[src/rtl/dsram_req_ctrl_if.sv]
// Data-SRAM request/response bus: req/addr_ok command phase, data_ok/rdata response phase.
interface dsram_req_ctrl_if #(
  parameter int ADDR_W = 32,
  parameter int DATA_W = 32
);
  logic                  data_sram_req;
  logic                  data_sram_wr;
  logic [1:0]            data_sram_size;
  logic [ADDR_W-1:0]     data_sram_addr;
  logic [DATA_W-1:0]     data_sram_wdata;
  logic [DATA_W/8-1:0]   data_sram_wstrb;
  logic                  data_sram_addr_ok;
  logic                  data_sram_data_ok;
  logic [DATA_W-1:0]     data_sram_rdata;

  modport master (
    output data_sram_req, data_sram_wr, data_sram_size, data_sram_addr,
           data_sram_wdata, data_sram_wstrb,
    input  data_sram_addr_ok, data_sram_data_ok, data_sram_rdata
  );

  modport slave (
    input  data_sram_req, data_sram_wr, data_sram_size, data_sram_addr,
           data_sram_wdata, data_sram_wstrb,
    output data_sram_addr_ok, data_sram_data_ok, data_sram_rdata
  );
endinterface

[src/rtl/dsram_req_ctrl.sv]
// Data-SRAM port sequencer between EXE (request) and MEM (response) with a single
// outstanding transaction; flushed transactions finish on the bus but are discarded.
module dsram_req_ctrl #(
  parameter int ADDR_W = 32,
  parameter int DATA_W = 32
) (
  input  logic                clk,
  input  logic                reset,
  input  logic                exe_req_valid,
  input  logic                exe_req_wr,
  input  logic [1:0]          exe_req_size,
  input  logic [ADDR_W-1:0]   exe_req_addr,
  input  logic [DATA_W-1:0]   exe_req_wdata,
  input  logic [DATA_W/8-1:0] exe_req_wstrb,
  output logic                exe_req_accept,
  output logic                mem_data_ready,
  output logic [DATA_W-1:0]   mem_rdata,
  input  logic                mem_advance,
  input  logic                flush,
  dsram_req_ctrl_if.master    sram
);
  localparam int STRB_W = DATA_W / 8;
  localparam int HOLD_W = 1 + 2 + ADDR_W + DATA_W + STRB_W;

  localparam logic [1:0] ST_IDLE      = 2'd0;
  localparam logic [1:0] ST_WAIT_ADDR = 2'd1;
  localparam logic [1:0] ST_WAIT_DATA = 2'd2;
  localparam logic [1:0] ST_DATA_BUF  = 2'd3;

  logic [1:0]        state_d, state_q;
  logic              drop_d, drop_q;
  logic [DATA_W-1:0] buf_d, buf_q;
  logic [HOLD_W-1:0] hold_d, hold_q;
  logic [HOLD_W-1:0] exe_fields, bus_fields;
  logic              req, use_hold;

  assign exe_fields = {exe_req_wr, exe_req_size, exe_req_addr, exe_req_wdata, exe_req_wstrb};
  // Bus fields read zero whenever no request is being presented.
  assign bus_fields = !req ? '0 : (use_hold ? hold_q : exe_fields);
  assign sram.data_sram_req = req;
  assign {sram.data_sram_wr, sram.data_sram_size, sram.data_sram_addr,
          sram.data_sram_wdata, sram.data_sram_wstrb} = bus_fields;

  always_comb begin
    state_d        = state_q;
    drop_d         = drop_q;
    buf_d          = buf_q;
    hold_d         = hold_q;
    req            = 1'b0;
    use_hold       = 1'b0;
    exe_req_accept = 1'b0;
    mem_data_ready = 1'b0;
    mem_rdata      = '0;
    case (state_q)
      ST_IDLE: begin
        req = exe_req_valid & ~flush;
        if (req) begin
          if (sram.data_sram_addr_ok) begin
            exe_req_accept = 1'b1;
            state_d        = ST_WAIT_DATA;
          end else begin
            hold_d  = exe_fields;
            state_d = ST_WAIT_ADDR;
          end
        end
      end
      ST_WAIT_ADDR: begin
        // The request cannot be withdrawn once shown; a flush only marks it for discard.
        req      = 1'b1;
        use_hold = 1'b1;
        drop_d   = drop_q | flush;
        if (sram.data_sram_addr_ok) begin
          exe_req_accept = ~drop_q & ~flush;
          state_d        = ST_WAIT_DATA;
        end
      end
      ST_WAIT_DATA: begin
        drop_d = drop_q | flush;
        if (sram.data_sram_data_ok) begin
          state_d = ST_IDLE;
          if (drop_q | flush) begin
            drop_d = 1'b0;
          end else begin
            mem_data_ready = 1'b1;
            mem_rdata      = sram.data_sram_rdata;
            if (!mem_advance) begin
              buf_d   = sram.data_sram_rdata;
              state_d = ST_DATA_BUF;
            end
          end
        end
      end
      ST_DATA_BUF: begin
        mem_data_ready = ~flush;
        mem_rdata      = flush ? '0 : buf_q;
        if (mem_advance | flush) state_d = ST_IDLE;
      end
      default: state_d = ST_IDLE;
    endcase
  end

  always_ff @(posedge clk) begin
    if (reset) begin
      state_q <= ST_IDLE;
      drop_q  <= 1'b0;
      buf_q   <= '0;
    end else begin
      state_q <= state_d;
      drop_q  <= drop_d;
      buf_q   <= buf_d;
    end
  end

  always_ff @(posedge clk) begin
    hold_q <= hold_d;
  end
endmodule

[src/flat_wrapper.sv]
// flat-port wrapper written by rule: the top's interface ports become plain ports
module dsram_req_ctrl_flat 
#(
  parameter int ADDR_W = 32,
  parameter int DATA_W = 32
)
  (clk, reset, exe_req_valid, exe_req_wr, exe_req_size, exe_req_addr, exe_req_wdata, exe_req_wstrb, exe_req_accept, mem_data_ready, mem_rdata, mem_advance, flush, sram_data_sram_req, sram_data_sram_wr, sram_data_sram_size, sram_data_sram_addr, sram_data_sram_wdata, sram_data_sram_wstrb, sram_data_sram_addr_ok, sram_data_sram_data_ok, sram_data_sram_rdata);
  dsram_req_ctrl_if #(.ADDR_W(ADDR_W), .DATA_W(DATA_W)) sram_i ();
  input  logic clk;
  input  logic reset;
  input  logic exe_req_valid;
  input  logic exe_req_wr;
  input  logic [1:0] exe_req_size;
  input  logic [ADDR_W-1:0] exe_req_addr;
  input  logic [DATA_W-1:0] exe_req_wdata;
  input  logic [DATA_W/8-1:0] exe_req_wstrb;
  output logic exe_req_accept;
  output logic mem_data_ready;
  output logic [DATA_W-1:0] mem_rdata;
  input  logic mem_advance;
  input  logic flush;
  output wire logic [$bits(sram_i.data_sram_req)-1:0] sram_data_sram_req;
  output wire logic [$bits(sram_i.data_sram_wr)-1:0] sram_data_sram_wr;
  output wire logic [$bits(sram_i.data_sram_size)-1:0] sram_data_sram_size;
  output wire logic [$bits(sram_i.data_sram_addr)-1:0] sram_data_sram_addr;
  output wire logic [$bits(sram_i.data_sram_wdata)-1:0] sram_data_sram_wdata;
  output wire logic [$bits(sram_i.data_sram_wstrb)-1:0] sram_data_sram_wstrb;
  input wire logic [$bits(sram_i.data_sram_addr_ok)-1:0] sram_data_sram_addr_ok;
  input wire logic [$bits(sram_i.data_sram_data_ok)-1:0] sram_data_sram_data_ok;
  input wire logic [$bits(sram_i.data_sram_rdata)-1:0] sram_data_sram_rdata;
  assign sram_data_sram_req = sram_i.data_sram_req;
  assign sram_data_sram_wr = sram_i.data_sram_wr;
  assign sram_data_sram_size = sram_i.data_sram_size;
  assign sram_data_sram_addr = sram_i.data_sram_addr;
  assign sram_data_sram_wdata = sram_i.data_sram_wdata;
  assign sram_data_sram_wstrb = sram_i.data_sram_wstrb;
  assign sram_i.data_sram_addr_ok = sram_data_sram_addr_ok;
  assign sram_i.data_sram_data_ok = sram_data_sram_data_ok;
  assign sram_i.data_sram_rdata = sram_data_sram_rdata;
  dsram_req_ctrl #(.ADDR_W(ADDR_W), .DATA_W(DATA_W)) u_core (.clk(clk), .reset(reset), .exe_req_valid(exe_req_valid), .exe_req_wr(exe_req_wr), .exe_req_size(exe_req_size), .exe_req_addr(exe_req_addr), .exe_req_wdata(exe_req_wdata), .exe_req_wstrb(exe_req_wstrb), .exe_req_accept(exe_req_accept), .mem_data_ready(mem_data_ready), .mem_rdata(mem_rdata), .mem_advance(mem_advance), .flush(flush), .sram(sram_i));
endmodule
[config.mk]
export PLATFORM = sky130hd
export DESIGN_NAME = dsram_req_ctrl_flat
export DESIGN_NICKNAME = d
export VERILOG_FILES = /design/src/rtl/dsram_req_ctrl_if.sv /design/src/rtl/dsram_req_ctrl.sv /design/src/flat_wrapper.sv
export SDC_FILE = /design/constraint.sdc
export NUM_CORES = 1
export LEC_CHECK = 0
export BUFFER_PORTS_ARGS = -buffer_cell sky130_fd_sc_hd__buf_2
export CAP_MARGIN = 20
export CORE_MARGIN = 8
export CORE_UTILIZATION = 40
export DETAILED_ROUTE_END_ITERATION = 7
export PLACE_DENSITY = 0.79
export RECOVER_POWER = 100
export REMOVE_ABC_BUFFERS = 1
export SYNTH_ARGS = -nofsm -noshare
export SYNTH_HDL_FRONTEND = slang
export SYNTH_SLANG_ARGS = --single-unit
[constraint.sdc]
create_clock -name clk -period 9.5 [get_ports clk]
set_clock_uncertainty 0.15 [all_clocks]
set_input_delay 0.95 -clock clk [delete_from_list [all_inputs] [get_ports clk]]
set_output_delay 0.95 -clock clk [all_outputs]
set_load 0.02 [all_outputs]
==> results_dict.tcl <==
set metrics [dict create \
    finalCriticalPeriod_ns 5.04 \
    fin_nets 692 \
    tns_ns 0 \
    path_clk_slew_ns 0.07 \
    min_from "u_core.buf_q[12]$_SDFFE_PP0P_" \
    areaGrowthSynthToFinish_pct 27.3 \
    routed-wl-met2_mm 5.90 \
    place_ws_ns 5.75 \
    worstPathMaxFanout 74 \
    insertion_delay_ns 0.33 \
    place_inst 708 \
    worstHoldPathCells 2 \
    cts-root-buf "clkbuf_16" \
    grt_pass1_wl_mm 20.1 \
    totalWireLength_mm 13.2 \
    place_congestion 0.780 \
    antenna_found_initial 1 \
    pin_count 216 \
    maxSlewHeadroom_pct -103 \
    finalMaxSlewViolations 208 \
    cts_tree "done" \
    timing.final.crit_share_pct 53.0 \
    layout.cells.non_filler 725 \
    worstPathArrival_ns 3.94 \
    start_kind "flop" \
    cts_hold_buf 0 \
    htree_levels 3 \
    fmax_mhz 199 \
    die_h_um 123 \
    synthFlopType "edfxtp_1" \
    start_util_pct 40.5 \
    required_ns 8.40 \
    drtIter0Drc 214 \
    ctsResizeCount 0 \
    place_hpwl_mm 9.83 \
    grt_pass1_vias 3893 \
    cts_setup_buffers 0 \
    syn_inst 379 \
    synth_edf_count 71 \
    numCtsBuffers 9 \
    ys_async_sr_fraction_pct 0 \
    met3RoutedLength_mm 1.94 \
    wl_per_cell_um 18.2 \
    drive_above_1_share_pct 12.7 \
    core_region_area_sq_um 11300 \
    r2r_slack_ns 5.01 \
    endpoint_kind "primary output" \
    finalHoldViolCount 0 \
    vias 3879 \
    hold_class "flop to flop" \
    ant_nets 0 \
    critical_path_class "flop to primary output" \
    r2r_cells 5 \
    final_cell_mix "clkbuf_1 (168), a22o_1 (103), edfxtp_1 (71)" \
    r2r-end "u_core.hold_q[10]$_DFFE_PP_" \
    setup_viol 0 \
    worstMarginPinSlew_ns 3.04 \
    highest_layer "met5" \
    power.leakage_nw 2.05 \
    holdPathEnd "u_core.buf_q[12]$_SDFFE_PP0P_" \
    violations "capacitance limit, slew limit" \
    setup_ws_ns 4.46 \
    yosysSeqAreaShare_pct 62.0 \
    mostFrequentLayoutCell "clkbuf_1" \
    maxCapViolations 4 \
    synth_cell_types 27 \
    netlist_area_sq_um 4570 \
    dieArea_sq_um 15100 \
    drtPass1Iterations 5 \
    grt_max_degree 75 \
    drt-met1-wl_mm 5.22 \
    viasPerCell 5.35 \
    clk_path_buf_depth 2 \
    grt_overflow 0 \
    r2r-start "u_core.state_q[1]$_SDFFE_PP0P_" \
    vdd_drop_max_mv 0.122 \
    outcome "finished with violations" \
    synth_seq_cells 106 \
    port_buffers 215 \
    clock-sinks 106 \
    rows 39 \
    drc 0 \
    grt_usage_pct 16.6 \
    dieWidth_um 123 \
    grt_setup_unrepaired "no" \
    synth.avg_cell_area_sq_um 12.1 \
    power.density_nw_per_um2 230 \
    yosysWarnings 0 \
    antenna-diode-count 0 \
]
[report_power, final]
part	total, mW	internal, mW	switching [mW]
Clock	0.367	0.207	0.161
Combinational	0.426	0.140	0.286
Sequential	0.543	0.530	0.0135
Total	1.34	0.876	0.460
[registers in the layout, summed over array words and instances (netlist names)]
name            cells
u_core.state_q      2
u_core.drop_q       1
u_core.buf_q       32
u_core.hold_q      71
[cells by family (layout without fill, tap and decap cells)]
group,after synthesis,after routing,share of synthesized area [%]
AO/OA/AOI/OAI,144,144,24.7
buffers and inverters,39,242,4.00
AND/OR/NAND/NOR,84,84,7.77
flip-flops,106,106,62.0
adder cells (fa/ha/maj),5,5,1.37
multiplexers,1,1,0.219
[synth_stat cells (all sizes together) (2+ instances only)]
library cell | number | area share [%]
edfxtp | 71 | 47
clkbuf | 22 | 1.8
nor2b | 3 | 0.41
nand2 | 65 | 5.3
nand2b | 3 | 0.41
dfxtp | 35 | 15
nor2 | 6 | 0.49
inv | 5 | 0.41
buf | 12 | 1.8
a22o | 103 | 20
nand3 | 2 | 0.22
a21oi | 35 | 3.8
ha | 5 | 1.4
[worst max-delay path: stages (launching register included)]
cell	delay, ns
dfxtp_1	0.33
inv_1	0.12
ha_1	0.25
clkbuf_1	2.13
a22o_1	0.43
clkbuf_1	0.27
[per-stage QoR]
stage,hold WS [ns],power (mW),util (%),cell area (sq um)
2_1_floorplan,0.280,0.840,-,4410
3_3_place_gp,0.292,0.993,50.9,5730
3_5_place_dp,0.300,1.00,50.9,5730
4_1_cts,0.312,1.37,53.5,6030
5_1_grt,0.324,1.40,51.6,5820
6_report,0.309,1.34,51.6,5820
[cell type report]
type / instances / area [sq um]
Sequential cell: 106 / 2830
Tap cell: 143 / 179
Timing Repair Buffer: 221 / 913
Clock buffer: 11 / 233
Fill cell: 1056 / 5450
Multi-Input combinational cell: 234 / 1580
Inverter: 5 / 18.8
Clock inverter: 5 / 63.8
[per-layer routing]
| layer | up-vias | global-route usage (%) |
|---|---|---|
| met5 | - | 0 |
| met3 | 14 | 7.40 |
| met1 | 1804 | 20.0 |
| li1 | 1841 | - |
| met2 | 218 | 26.0 |
| met4 | 2 | 5.64 |
[worst max-delay path by stage]
stage / startpoint / end
floorplan: flush / u_core.buf_q[0]$_SDFFE_PP0P_
global placement: flush / sram_data_sram_wdata[26]
detailed placement: flush / sram_data_sram_wdata[26]
CTS: flush / sram_data_sram_wdata[26]
global route: u_core.state_q[1]$_SDFFE_PP0P_ / sram_data_sram_req
finish: u_core.state_q[1]$_SDFFE_PP0P_ / sram_data_sram_wdata[26]
Note: power is estimated with default switching activity, not from simulation.
